==> config.mk <==
export PLATFORM = sky130hd
export DESIGN_NAME = switch_arbiter_6port
export DESIGN_NICKNAME = d
export VERILOG_FILES = /design/src/rtl/router_pkg.sv /design/src/rtl/rr_pick6.sv /design/src/rtl/switch_arbiter_6port.sv
export SDC_FILE = /design/constraint.sdc
export NUM_CORES = 1
export LEC_CHECK = 0
export CAP_MARGIN = 25
export CORE_ASPECT_RATIO = 0.9
export CORE_MARGIN = 10
export CORE_UTILIZATION = 50
export DETAILED_ROUTE_END_ITERATION = 8
export PLACE_DENSITY = 0.83
export SYNTH_ARGS = -nofsm -noshare
export SYNTH_HDL_FRONTEND = slang
export SYNTH_HIERARCHICAL = 1
export SYNTH_SLANG_ARGS = --single-unit
==> constraint.sdc <==
create_clock -name clk -period 5.05 [get_ports clk]
set_clock_uncertainty 0.2 [all_clocks]
set_input_delay 1.2625 -clock clk [delete_from_list [all_inputs] [get_ports clk]]
set_output_delay 1.2625 -clock clk [all_outputs]
set_load 0.1 [all_outputs]
==> src/rtl/router_pkg.sv <==
// rtl/router_pkg.sv - shared router types, flit-type codes and small helpers
package router_pkg;

  localparam int NPORT = 6;

  // Word the output bus mux drives when the select is all zero.
  localparam logic [31:0] IDLE_WORD = 32'h6000_0000;

  // Flit type codes (bits [31:29] of a flit).
  localparam logic [2:0] FT_HEAD     = 3'b001;
  localparam logic [2:0] FT_BODY     = 3'b010;
  localparam logic [2:0] FT_TAIL     = 3'b100;
  localparam logic [2:0] FT_HEADTAIL = 3'b101;
  localparam logic [2:0] FT_IDLE     = 3'b011;

  typedef enum logic {
    IDLE   = 1'b0,
    LOCKED = 1'b1
  } arb_state_t;

  // A flit that may open a packet.
  function automatic logic is_head(input logic [2:0] t);
    return (t == FT_HEAD) || (t == FT_HEADTAIL);
  endfunction

  // A flit that closes a packet.
  function automatic logic is_tail(input logic [2:0] t);
    return (t == FT_TAIL) || (t == FT_HEADTAIL);
  endfunction

  // Next port index, wrapping NPORT-1 back to 0.
  function automatic logic [2:0] port_inc(input logic [2:0] p);
    return (p >= 3'(NPORT - 1)) ? 3'd0 : p + 3'd1;
  endfunction

  // Index of the set bit of a one-hot port vector (0 when empty).
  function automatic logic [2:0] onehot_to_idx(input logic [NPORT-1:0] oh);
    logic [2:0] idx;
    idx = 3'd0;
    for (int i = 0; i < NPORT; i++) begin
      if (oh[i]) idx = 3'(i);
    end
    return idx;
  endfunction

endpackage

==> src/rtl/rr_pick6.sv <==
// rtl/rr_pick6.sv - combinational six-way round-robin picker
module rr_pick6
  import router_pkg::*;
(
  input  logic [NPORT-1:0] req,
  input  logic [2:0]       ptr,
  output logic [NPORT-1:0] grant,
  output logic             valid
);

  logic [2:0] cur;
  logic       found;

  // Scan requests starting at ptr and grant the first one found.
  always_comb begin
    grant = '0;
    found = 1'b0;
    cur   = (ptr >= 3'(NPORT)) ? 3'd0 : ptr;
    for (int k = 0; k < NPORT; k++) begin
      if (!found && req[cur]) begin
        grant[cur] = 1'b1;
        found      = 1'b1;
      end
      cur = port_inc(cur);
    end
  end

  assign valid = found;

endmodule

==> src/rtl/switch_arbiter_6port.sv <==
// rtl/switch_arbiter_6port.sv - wormhole round-robin output-port arbiter (optional SWARB_CREDIT_EN)
module switch_arbiter_6port
  import router_pkg::*;
#(
  parameter int CREDITS = 4,
  parameter int CW      = 3
) (
  input  logic                 clk,
  input  logic                 reset,
  input  logic [NPORT-1:0]     req,
  input  logic [3*NPORT-1:0]   flit_type,
  input  logic                 out_ready,
  input  logic                 credit_in,
  output logic [NPORT-1:0]     sel,
  output logic [NPORT-1:0]     pop,
  output logic                 busy,
  output logic                 proto_err
`ifdef SWARB_CREDIT_EN
  ,
  output logic [CW-1:0]        credits
`endif
);

  arb_state_t       state_q, state_d;
  logic [2:0]       ptr_q, ptr_d;
  logic [2:0]       owner_q, owner_d;
  // Set from lock until the opening head flit has moved.
  logic             first_q, first_d;
  // Tracks a lone non-head request sitting at an idle port.
  logic [NPORT-1:0] stray_req_q, stray_req_d;
  logic [1:0]       stray_cnt_q, stray_cnt_d;

  logic [2:0]       ftype [NPORT];
  logic [NPORT-1:0] cand;
  logic [NPORT-1:0] pick_grant;
  logic             pick_valid;
  logic [NPORT-1:0] owner_oh;
  logic [2:0]       owner_type;
  logic             can_send;
  logic             xfer;
  logic             stray_now;
  logic             head_err;
  logic             stray_err;
  logic             credit_err;

  // Split the packed type bus and find the arbitration candidates.
  always_comb begin
    for (int i = 0; i < NPORT; i++) begin
      ftype[i] = flit_type[3*i +: 3];
      cand[i]  = req[i] & is_head(flit_type[3*i +: 3]);
    end
  end

  rr_pick6 u_pick (
    .req   (cand),
    .ptr   (ptr_q),
    .grant (pick_grant),
    .valid (pick_valid)
  );

  assign owner_oh   = {{(NPORT-1){1'b0}}, 1'b1} << owner_q;
  assign owner_type = ftype[owner_q];
  assign xfer       = !reset && (state_q == LOCKED) && req[owner_q] && can_send;
  assign stray_now  = (state_q == IDLE) && $onehot(req) && !(|cand);

`ifdef SWARB_CREDIT_EN
  logic [CW-1:0] credits_q;
  logic          unused_ready;

  assign unused_ready = out_ready;
  assign can_send     = (credits_q != '0);
  assign credit_err   = credit_in && !xfer && (credits_q == CW'(CREDITS));
  assign credits      = credits_q;

  // Downstream slot count: spend on transfer, refill on credit_in, saturate at CREDITS.
  always_ff @(posedge clk) begin
    if (reset) begin
      credits_q <= CW'(CREDITS);
    end else if (xfer && !credit_in) begin
      credits_q <= credits_q - CW'(1);
    end else if (credit_in && !xfer && (credits_q != CW'(CREDITS))) begin
      credits_q <= credits_q + CW'(1);
    end
  end
`else
  logic          unused_credit;
  logic [CW-1:0] unused_credit_cfg;

  assign unused_credit     = credit_in;
  assign unused_credit_cfg = CW'(CREDITS);
  assign can_send          = out_ready;
  assign credit_err        = 1'b0;
`endif

  // Next-state and output decode for the IDLE/LOCKED arbiter.
  always_comb begin
    state_d     = state_q;
    ptr_d       = ptr_q;
    owner_d     = owner_q;
    first_d     = first_q;
    stray_req_d = '0;
    stray_cnt_d = 2'd0;
    sel         = '0;
    pop         = '0;
    busy        = (state_q == LOCKED);
    head_err    = 1'b0;
    stray_err   = 1'b0;

    case (state_q)
      IDLE: begin
        if (pick_valid && can_send) begin
          owner_d = onehot_to_idx(pick_grant);
          first_d = 1'b1;
          state_d = LOCKED;
        end
        if (stray_now) begin
          stray_req_d = req;
          if (req == stray_req_q) begin
            stray_cnt_d = (stray_cnt_q == 2'd2) ? 2'd2 : stray_cnt_q + 2'd1;
            stray_err   = (stray_cnt_q == 2'd1);
          end else begin
            stray_cnt_d = 2'd1;
          end
        end
      end
      LOCKED: begin
        if (xfer) begin
          sel      = owner_oh;
          pop      = owner_oh;
          first_d  = 1'b0;
          head_err = !first_q && (owner_type == FT_HEAD);
          if (is_tail(owner_type)) begin
            state_d = IDLE;
            ptr_d   = port_inc(owner_q);
          end
        end
      end
      default: state_d = IDLE;
    endcase

    if (reset) begin
      sel  = '0;
      pop  = '0;
      busy = 1'b0;
    end
  end

  assign proto_err = !reset && (head_err || stray_err || credit_err);

  // Arbiter state register.
  always_ff @(posedge clk) begin
    if (reset) begin
      state_q     <= IDLE;
      ptr_q       <= 3'd0;
      owner_q     <= 3'd0;
      first_q     <= 1'b0;
      stray_req_q <= '0;
      stray_cnt_q <= 2'd0;
    end else begin
      state_q     <= state_d;
      ptr_q       <= ptr_d;
      owner_q     <= owner_d;
      first_q     <= first_d;
      stray_req_q <= stray_req_d;
      stray_cnt_q <= stray_cnt_d;
    end
  end

endmodule

==> results_dict.tcl <==
set metrics [dict create \
    multi_input_area_um2 2004 \
    use_met1_pct 26.30 \
    via_count 2796 \
    num_rows 24 \
    slew_headroom_pct 46.73 \
    period_share_pct 110.4 \
    regArea_um2 320.3 \
    status "finished, violations left" \
    cts_tree "built" \
    violations "setup timing" \
    slew_viol_final 0 \
    ant_nets 0 \
    syn_avg_cell_area_um2 7.632 \
    rr_startpoint "ptr_q[2]" \
    power_switching_mw 0.1414 \
    grt_usage_pct 19.47 \
    place_congestion 0.9589 \
    grt.met3_usage_pct 3.133 \
    syn2layout_area_growth_pct 25.10 \
    hp-class "flip-flop to flip-flop" \
    worst_hold_slack_ps 267.4 \
    drcViolationCount 0 \
    place_area_um2 3162 \
    viasPerCell 6.369 \
    syn-cell-area_um2 2602 \
    max_freq_ghz 0.1793 \
    drive_gt1_share_pct 18.45 \
    routed_wl_mm 8.188 \
    seqPwrFrac_pct 34.2 \
    yosysWarnings 6 \
    pin_count 42 \
    fin_nets 415 \
    h-tree-depth 1 \
    setup-violations-final 1 \
    dp_hpwl_mm 6.382 \
    grt_setup_unrepaired "yes" \
    fin_ws_ps -525.7 \
    synth_fp_nets 381 \
    tightest_slew_ps 799.1 \
    cp.arrival_ps 4110 \
    dp.cells 433 \
    core-area_um2 4955 \
    wl_per_cell_um 18.65 \
    grt_remaining_overflow 0 \
    final_cells 439 \
    worstHoldStart "first_q" \
    stdcell_area_um2 3256 \
    critical_path.endpoint_type "output pin" \
    grt_max_degree 36 \
    grtUsageMet2_pct 31.52 \
    switching_share_pct 33.52 \
    worst-path-max-fanout 2 \
    ir_worst_vdd_mv 0.09790 \
    diodes 0 \
    antenna_found_initial 0 \
    maxCapViolCount 0 \
    p_leak_nw 1.324 \
    cts_buffers 3 \
    initial_core_util_pct 52.53 \
    startpoint "req[1]" \
    die_area_um2 8495 \
    insertion_delay_ps 250 \
    cts.sinks 16 \
    ctsHoldBuffers 0 \
    final_util_pct 65.71 \
    drt_iter0_markers 548 \
    clockBufferDepth 2 \
    required_ps 3590 \
    synthesis.instances 341 \
    p_per_area_nw_per_um2 129.6 \
    pwr-share-clk_pct 27.1 \
    busiest_layer "met2" \
    fillers 419 \
    combinationalPowerShare_pct 38.7 \
    p_int_mw 0.2804 \
    final_hold_viol_count 0 \
    die_h_um 88.45 \
    grt_pass1_vias 2553 \
    finalCriticalPeriod_ps 5576 \
    port_buffers 40 \
    first_pass_iters 6 \
    die_w_um 96.05 \
    critPathLaunchType "input port" \
    clk_pin_slew_worst_paths_ps 60 \
    root_buffer "clkbuf_8" \
    grt_pass1_wl_mm 13.39 \
    path_class "input port to output pin" \
]
==> critical path, cell delays in order <==
cell,delay (ps)
buf_8,80
inv_4,30
fa_1,550
fa_1,410
inv_1,70
ha_2,180
fa_2,430
or4_4,440
nor4_4,200
nand3_2,140
o41ai_4,90
buf_12,220
==> metal layers <==
metal	vias up	share of wire [%]
met5	-	0
met4	0	2.1
met3	24	8.9
met2	162	48
met1	1309	41
li1	1301	-
==> repair_timing <==
action                                  CTS  global route
pin swaps                                 6             4
buffers inserted                          1             1
gates resized for setup                  22             2
endpoints found under the setup margin    1             1
==> worst paths after layout <==
| kind | end | slack [ps] | cells after the start |
|---|---|---|---|
| worst max-delay path | proto_err | -530 | 12 |
| worst min-delay path | first_q | 270 | 2 |
| worst max register to register | owner_q[0] | 790 | 14 |
| worst min register to register | first_q | 270 | 2 |
==> metrics by stage <==
step	power [mW]	setup slack [ps]	TNS, ps
global route	0.4456	-619.0	-619.0
floorplan	0.2464	-515.4	-515.4
CTS	0.4214	-653.4	-653.4
global placement	0.2974	-1015	-1015
detailed placement	0.3030	-1148	-1148
finish	0.4218	-525.7	-525.7
==> cells in the final DEF (no fill, tap or decap), drive strengths merged, types with 13 or more instances in the layout <==
cell type	n
inv	29
clkdlybuf4s50	23
nor2	21
nor2b	13
mux2i	13
o21ai	15
and2	13
dfxtp	16
buf	35
nand2	24
==> area by class of cell <==
type | instances | area share [%]
repair buffers | 58 | 20.98
clock buffers | 4 | 1.691
flip-flops and latches | 16 | 9.839
well taps | 65 | 2.498
inverters | 29 | 3.420
multi-input cells | 267 | 61.57
==> power groups by stage <==
stage                     logic [mW]  clock network, mW  registers [mW]
after floorplan                0.107                  0           0.139
final                          0.163              0.114           0.144
after CTS                      0.161              0.116           0.144
after detailed placement       0.156                  0           0.147
after global routing           0.177              0.122           0.146
after global placement         0.151                  0           0.146
==> registers in the layout, summed over array words and instances (netlist names) <==
signal,count
owner_q,3
first_q,1
stray_cnt_q,2
ptr_q,3
state_q,1
stray_req_q,6
(Power assumes the default switching activity.)
